===== src/rtl/ioctl_upload.sv =====
// ioctl_upload: serves HPS save-file uploads by reading bytes
// from game RAM and returning them on the ioctl upload path.
//
// Optional build macro: IOCTL_UPLOAD_CHECKSUM_EN
//   When defined, a read at address SIZE returns the two's
//   complement of the 8-bit sum of all bytes delivered since
//   the upload started, so payload + checksum == 0 mod 256.
//   When undefined, address SIZE reads as 8'hFF.
//
// Ports:
//   i_clk, i_reset      clock, synchronous active-high reset
//   i_ioctl_upload      HPS upload in progress
//   i_ioctl_index       file index of the transfer
//   i_ioctl_addr        byte address, valid with i_ioctl_rd
//   i_ioctl_rd          single-cycle read strobe
//   o_ioctl_din         byte returned to the HPS
//   o_ioctl_wait        stalls the HPS while a byte is fetched
//   o_pause_req         asks the game core to halt
//   i_pause_ack         game core is halted
//   o_ram_addr          game RAM byte address
//   o_ram_rd            RAM read request, held until i_ram_ack
//   i_ram_ack           RAM strobe, i_ram_q valid with it
//   i_ram_q             RAM read data
//   o_busy              matching upload in progress
module ioctl_upload #(
    parameter int INDEX      = 4,
    parameter int SIZE       = 1024,
    parameter int ADDR_WIDTH = 10
) (
    input  logic                  i_clk,
    input  logic                  i_reset,
    input  logic                  i_ioctl_upload,
    input  logic [7:0]            i_ioctl_index,
    input  logic [24:0]           i_ioctl_addr,
    input  logic                  i_ioctl_rd,
    output logic [7:0]            o_ioctl_din,
    output logic                  o_ioctl_wait,
    output logic                  o_pause_req,
    input  logic                  i_pause_ack,
    output logic [ADDR_WIDTH-1:0] o_ram_addr,
    output logic                  o_ram_rd,
    input  logic                  i_ram_ack,
    input  logic [7:0]            i_ram_q,
    output logic                  o_busy
);

    localparam logic [24:0] LP_SIZE  = 25'(SIZE);
    localparam logic [7:0]  LP_INDEX = 8'(INDEX);

    typedef enum logic [1:0] {
        S_IDLE,
        S_PAUSE,
        S_READY,
        S_FETCH
    } state_t;

    state_t                r_state, w_state_nxt;
    logic [7:0]            r_din, w_din_nxt;
    logic                  r_wait, w_wait_nxt;
    logic                  r_pause_req, w_pause_req_nxt;
    logic [ADDR_WIDTH-1:0] r_ram_addr, w_ram_addr_nxt;
    logic                  r_ram_rd, w_ram_rd_nxt;
    logic                  r_busy, w_busy_nxt;

    logic w_match;
    logic w_in_range;
    logic w_rd_fetch;
    logic w_wait_early;

    assign w_match    = i_ioctl_upload && (i_ioctl_index == LP_INDEX);
    // Full 25-bit compare: upper address bits must not alias
    // back into the RAM window.
    assign w_in_range = (i_ioctl_addr < LP_SIZE);
    assign w_rd_fetch = (r_state == S_READY) && i_ioctl_rd && w_in_range;

    // The HPS must see wait in the very cycle it is needed: when
    // the upload starts and when an in-range read is accepted.
    assign w_wait_early = !i_reset && w_match &&
                          ((r_state == S_IDLE) || w_rd_fetch);

`ifdef IOCTL_UPLOAD_CHECKSUM_EN
    logic [7:0] r_sum, w_sum_nxt;
    logic       w_is_sum;

    assign w_is_sum = (i_ioctl_addr == LP_SIZE);
`endif

    always_comb begin
        w_state_nxt     = r_state;
        w_din_nxt       = r_din;
        w_wait_nxt      = r_wait;
        w_pause_req_nxt = r_pause_req;
        w_ram_addr_nxt  = r_ram_addr;
        w_ram_rd_nxt    = r_ram_rd;
        w_busy_nxt      = r_busy;
`ifdef IOCTL_UPLOAD_CHECKSUM_EN
        w_sum_nxt       = r_sum;
`endif
        if (!w_match) begin
            // Upload ended (or never matched): release the game
            // and the HPS from any state, dropping a pending fetch.
            w_state_nxt     = S_IDLE;
            w_wait_nxt      = 1'b0;
            w_pause_req_nxt = 1'b0;
            w_ram_rd_nxt    = 1'b0;
            w_busy_nxt      = 1'b0;
        end else begin
            unique case (r_state)
                S_IDLE: begin
                    w_state_nxt     = S_PAUSE;
                    w_busy_nxt      = 1'b1;
                    w_pause_req_nxt = 1'b1;
                    w_wait_nxt      = 1'b1;
`ifdef IOCTL_UPLOAD_CHECKSUM_EN
                    w_sum_nxt       = 8'h00;
`endif
                end
                S_PAUSE: begin
                    if (i_pause_ack) begin
                        w_state_nxt = S_READY;
                        w_wait_nxt  = 1'b0;
                    end
                end
                S_READY: begin
                    if (i_ioctl_rd) begin
                        if (w_in_range) begin
                            w_state_nxt    = S_FETCH;
                            w_ram_addr_nxt = i_ioctl_addr[ADDR_WIDTH-1:0];
                            w_ram_rd_nxt   = 1'b1;
                            w_wait_nxt     = 1'b1;
`ifdef IOCTL_UPLOAD_CHECKSUM_EN
                        end else if (w_is_sum) begin
                            w_din_nxt = 8'h00 - r_sum;
`endif
                        end else begin
                            w_din_nxt = 8'hFF;
                        end
                    end
                end
                S_FETCH: begin
                    if (i_ram_ack) begin
                        w_state_nxt  = S_READY;
                        w_din_nxt    = i_ram_q;
                        w_ram_rd_nxt = 1'b0;
                        w_wait_nxt   = 1'b0;
`ifdef IOCTL_UPLOAD_CHECKSUM_EN
                        w_sum_nxt    = r_sum + i_ram_q;
`endif
                    end
                end
            endcase
        end
    end

    always_ff @(posedge i_clk) begin
        if (i_reset) begin
            r_state     <= S_IDLE;
            r_din       <= 8'h00;
            r_wait      <= 1'b0;
            r_pause_req <= 1'b0;
            r_ram_addr  <= '0;
            r_ram_rd    <= 1'b0;
            r_busy      <= 1'b0;
        end else begin
            r_state     <= w_state_nxt;
            r_din       <= w_din_nxt;
            r_wait      <= w_wait_nxt;
            r_pause_req <= w_pause_req_nxt;
            r_ram_addr  <= w_ram_addr_nxt;
            r_ram_rd    <= w_ram_rd_nxt;
            r_busy      <= w_busy_nxt;
        end
    end

`ifdef IOCTL_UPLOAD_CHECKSUM_EN
    always_ff @(posedge i_clk) begin
        if (i_reset) begin
            r_sum <= 8'h00;
        end else begin
            r_sum <= w_sum_nxt;
        end
    end
`endif

    assign o_ioctl_din  = r_din;
    assign o_ioctl_wait = r_wait | w_wait_early;
    assign o_pause_req  = r_pause_req;
    assign o_ram_addr   = r_ram_addr;
    assign o_ram_rd     = r_ram_rd;
    assign o_busy       = r_busy;

endmodule


===== config.mk =====
export PLATFORM = sky130hd
export DESIGN_NAME = ioctl_upload
export DESIGN_NICKNAME = d
export VERILOG_FILES = /design/src/rtl/ioctl_upload.sv
export SDC_FILE = /design/constraint.sdc
export NUM_CORES = 1
export LEC_CHECK = 0
export BUFFER_PORTS_ARGS = -buffer_cell sky130_fd_sc_hd__buf_2
export CORE_MARGIN = 2
export CORE_UTILIZATION = 41
export CTS_BUF_LIST = sky130_fd_sc_hd__clkbuf_4 sky130_fd_sc_hd__clkbuf_8 sky130_fd_sc_hd__clkbuf_16
export CTS_CLUSTER_DIAMETER = 60
export DETAILED_ROUTE_END_ITERATION = 6
export HOLD_SLACK_MARGIN = 0.15
export PLACE_DENSITY_LB_ADDON = 0.25
export SLEW_MARGIN = 25
export SYNTH_ARGS = -nofsm -noshare
export SYNTH_HDL_FRONTEND = slang
export SYNTH_SLANG_ARGS = --single-unit

===== constraint.sdc =====
create_clock -name i_clk -period 2.3 [get_ports i_clk]
set_input_delay 0.115 -clock i_clk [delete_from_list [all_inputs] [get_ports i_clk]]
set_output_delay 0.115 -clock i_clk [all_outputs]
set_load 0.01 [all_outputs]

# Word-level counts from Yosys, hierarchy flattened
# Index checks and enable logic that the tools add are counted.
word_totals:
  regBits: 23
  latchBits: 0
  ramBits: 0
  rom_bits: 0
  input_bits: 47
  out_inout_bits: 22
  wordCells: 47
  memories: 0
classes:
  add_sub_neg: 0
  mul: 0
  n_div: 0
  order_cmp: 1
  eq_ne: 9
  shifts: 0
  muxes: 15
  bitwise: 2
  reduce_logical: 14
ops:
  columns: ["op", "count"]
  rows:
  - ["25-bit by 11-bit < comparator with 1-bit output, second input constant", 1]
  - ["8-bit two-way mux", 3]
  - ["8-bit case mux with 2 select lines", 1]
  - ["4-bit AND reduction", 3]
  - ["2-bit inequality test, second input constant", 5]
  - ["8-bit by 3-bit == test with 1-bit output, second input constant", 1]
  - ["2-bit two-way mux", 4]
  - ["2-bit case mux with 4 select lines", 1]
  - ["1-bit logical AND", 5]
  - ["5-bit AND reduction", 1]
  - ["2-bit == test, second input constant", 2]
  - ["1-bit two-way mux", 4]
  - ["1-bit case mux with 4 select lines", 1]
  - ["2-bit by 1-bit == test with 1-bit output, second input constant", 1]
  - ["2-bit logical NOT", 1]
  - ["1-bit case mux with 2 select lines", 1]
  - ["2-bit nonzero test", 1]
  - ["2-bit OR reduction", 1]
  - ["1-bit logical NOT", 1]
  - ["1-bit logical OR", 1]
  - ["1-bit inverter", 1]
  - ["1-bit bitwise OR", 1]

# Depth between registers and ports, before layout
depth:
  depth_word: 6
  depth_mapped: 7
  mapped_depth_nobuf: 4

# Worst setup path after synthesis
# No wires, ideal clock.
synth_path:
  path_type: "input port to output port"
  from: "input port i_ioctl_index[4]"
  to: "output port o_ioctl_wait"
  arrival_time_ns: 1.673
  required_ns: 2.185
  path_slack_ns: 0.512
  path_stages: 5
  path_buffers: 1
  path_cell_list: "or4b_4 -> or3_4 -> or2_0 -> buf_2 -> o21ai_0"
synth_via:
  elab_chain_len: 5
synth_lines:
  columns: ["element", "line_no", "source"]
  rows:
  - ["start, declared", "33", "input logic [7:0] i_ioctl_index,"]
  - ["8-bit by 3-bit == test with 1-bit output", "70", "assign w_match = i_ioctl_upload && (i_ioctl_index == LP_INDEX);"]
  - ["1-bit logical AND", "70", null]
  - ["1-bit logical AND (2 in a row)", "78", "assign w_wait_early = !i_reset && w_match &&"]
  - ["1-bit bitwise OR", "186", "assign o_ioctl_wait = r_wait | w_wait_early;"]
  - ["end, declared", "37", "output logic o_ioctl_wait,"]
# No other way between the ends.

# Final worst setup path
layout_path:
  from: "register r_state[0]"
  to: "output port o_ioctl_wait"
layout_via:
  elab_chain_len: 6
  word_cells_on_any_way: 7
  cone_classes: "eq/ne: 1; bitwise: 1; reduce/logical: 5"
layout_lines:
  columns: ["element", "line_no", "source"]
  rows:
  - ["start, declared", "57", "state_t r_state, w_state_nxt;"]
  - ["start signal, assigned", "165", "r_state <= w_state_nxt;"]
  - ["2-bit == test", "74", "assign w_rd_fetch = (r_state == S_READY) && i_ioctl_rd && w_in_range;"]
  - ["1-bit logical AND (2 in a row)", "74", null]
  - ["1-bit logical OR (*)", "79", "((r_state == S_IDLE) || w_rd_fetch);"]
  - ["1-bit logical AND (*)", "78", null]
  - ["1-bit bitwise OR (*)", "186", null]
# Mark *: on every way between the ends. The rest lies on a longest branch, timed or not.

==> qor.yml <==
status: "finished, final reports clean"
numClockSinks: 23
worstPathCellList: "nor4_1, and4_1, a31oi_1, o21ai_0, buf_2"
max-cap-violations: 0
antenna_left: 0
synthDistinctLibCells: 29
clockRootBuffer: "clkbuf_4"
clk_path_buf_depth: 2
place_inst: 212
fin_nets: 253
startpoint_type: "register"
place_ws_ns: 0.314
layout_commonest_cell: "buf_2"
initial_core_util_pct: 43.4
synth.ff_latch_count: 23
hold_viol: 0
holdCritPathClass: "input pin to register"
clock_skew_ns: 0.000616
syn_area_mm2: 0.00108
power_density_mw_per_mm2: 412
stdcell_count: 235
drt_iter0_markers: 38
postCtsHoldBufs: 19
crit_type: "register to output pin"
grt_max_degree: 20
drc: 0
cts_tree: "yes"
vias: 1211
cts_buffers: 3
layout_common_cells: "68 x buf_2, 23 x dfxtp_1, 20 x a21oi_1"
grt_pass1_wl_um: 5140
min_to: "r_wait"
yosysTopAreaCellShare_pct: 42.8
viasPerCell: 5.15
antenna_found_initial: 0
tns_ns: 0
postCtsSetupBuffers: 0
irDropWorstVdd_v: 0.000412
yosys.area.top_type: "dfxtp_1"
drv_slew: 0
ys_warn_count: 0
clkLatencyLatePin_ns: 0.30
layout-drive-gt1-share_pct: 39.5
clk_pin_slew_ns: 0.13
critPathTopFamily: "simple AND/OR/NAND/NOR gates"
rsz0062_at_grt: "false"
r2r-start: "r_state[1]"
grt_pass1_vias: 1186
core_area_mm2: 0.00248
wl_per_cell_um: 12.8
worst_pin_slew_ns: 0.673
crit_fanout: 7
cts-resized-gates: 0
htreeDepth: 1
relSlewSlack_pct: 54.8
setup-violations-final: 0
synth-edff-count: 0
finalCriticalPeriod_ns: 2.08
n_antenna_cell: 0
ioPinCount: 69
die_area_mm2: 0.00305
critPathArrivalTime_ns: 1.96
finalPower_mw: 0.676
reg2reg_slack_ns: 0.41
async_flop_share_pct: 0
io_buffer_count: 68
fmaxAchievable_ghz: 0.482
finalInstanceArea_mm2: 0.00164
grt.overflow.total: 0
syn_inst: 122
r2r_cells: 4
r2r_end: "o_ram_addr[5]"
row_count: 18
endpoint_kind: "output pin"
fin_crit_sh_pct: 90.3
critPathMaxStageDelay_ns: 0.41
finalWorstSetupSlack_ns: 0.224
crit_required_ns: 2.18
synth_area_leaders: "dfxtp_1 43%, a21oi_1 9.3%, o31ai_1 7.0%"
min-delay-start: "i_ram_ack"
syn-num-nets: 169
die_h_um: 55.2
hold_depth: 3
dp_hpwl_um: 2130
cpMaxStageDelayCell: "dfxtp_1"
ys_seq_area_share_pct: 42.8
areaGrowthSynthToFinish_pct: 52.6
first_pass_iters: 4
die_w_um: 55.2
placed_cell_area_mm2: 0.00142
p_leak_nw: 0.748
track_usage_pct: 20.3
globalplace.congestion: 0.786
totalWireLength_um: 3000
synthFlopType: "dfxtp_1"
syn-mean-instance-area_um2: 8.82
critPathBufInv: 1
[worst min-delay path: stages]
cell	delay [ns]
buf_2	0.11
mux2_2	0.16
a221oi_2	0.05
[registers in the layout, indices dropped and copies added, names as in the netlist]
signal       cells
r_state          2
o_ram_rd         1
o_ioctl_din      8
r_wait           1
o_ram_addr      10
o_busy           1
[metal layers]
metal  GRT usage [%]  vias up  share of wire (%)
met3            5.39        2                9.5
li1                -      619                  -
met4            5.23        0               0.63
met2            35.4       65                 48
met1            24.7      525                 42
met5               0        -                  0
[area by class of cell]
type                       instances  area (um2)
inverter                          12        45.0
fill                             215         836
multi-input combinational         77         526
clock buffer                       3        22.5
sequential                        23         460
clock inverter                     1        5.00
timing repair buffer              89         546
tap                               30        37.5
[kinds of logic after synthesis]
family / share of synthesized area [%]
compound gates: 25.7
buf+inv: 8.37
flops: 42.8
mux: 1.98
simple gates: 21.2
[report_power, final]
group / internal [mW] / leakage [nW] / switching (mW) / total (mW)
combinational: 0.0557 / 0.545 / 0.0352 / 0.0909
sequential: 0.398 / 0.185 / 0.0000567 / 0.398
clock: 0.0648 / 0.0177 / 0.122 / 0.186
[how the worst max path moves through the flow]
stage                startpoint       endpoint  cells after the start
2_1_floorplan  i_ioctl_index[4]   o_ioctl_wait                      5
3_3_place_gp   i_ioctl_index[4]  o_ram_addr[1]                      5
3_5_place_dp   i_ioctl_index[4]  o_ram_addr[5]                      5
4_1_cts              r_state[0]   o_ioctl_wait                      5
5_1_grt              r_state[0]   o_ioctl_wait                      5
6_report             r_state[0]   o_ioctl_wait                      5
[synthesized netlist by cell type, types with 2 or more instances]
master and number:
inv_1 11, a21oi_1 20, clkbuf_1 6, nand4_1 11, o31ai_1 10, o21a_1 8, buf_2 3, dfxtp_1 23
nor4_2 2, nor4_1 4, nor2_1 5, a31oi_1 2
[through the flow]
stage | hold WS [ns] | utilization [%]
2_1_floorplan | 0.269 | -
3_3_place_gp | 0.378 | 57.5
3_5_place_dp | 0.384 | 57.5
4_1_cts | 0.160 | 66.3
5_1_grt | 0.176 | 66.3
6_report | 0.163 | 66.3
Note: power is estimated with default switching activity, not from simulation.
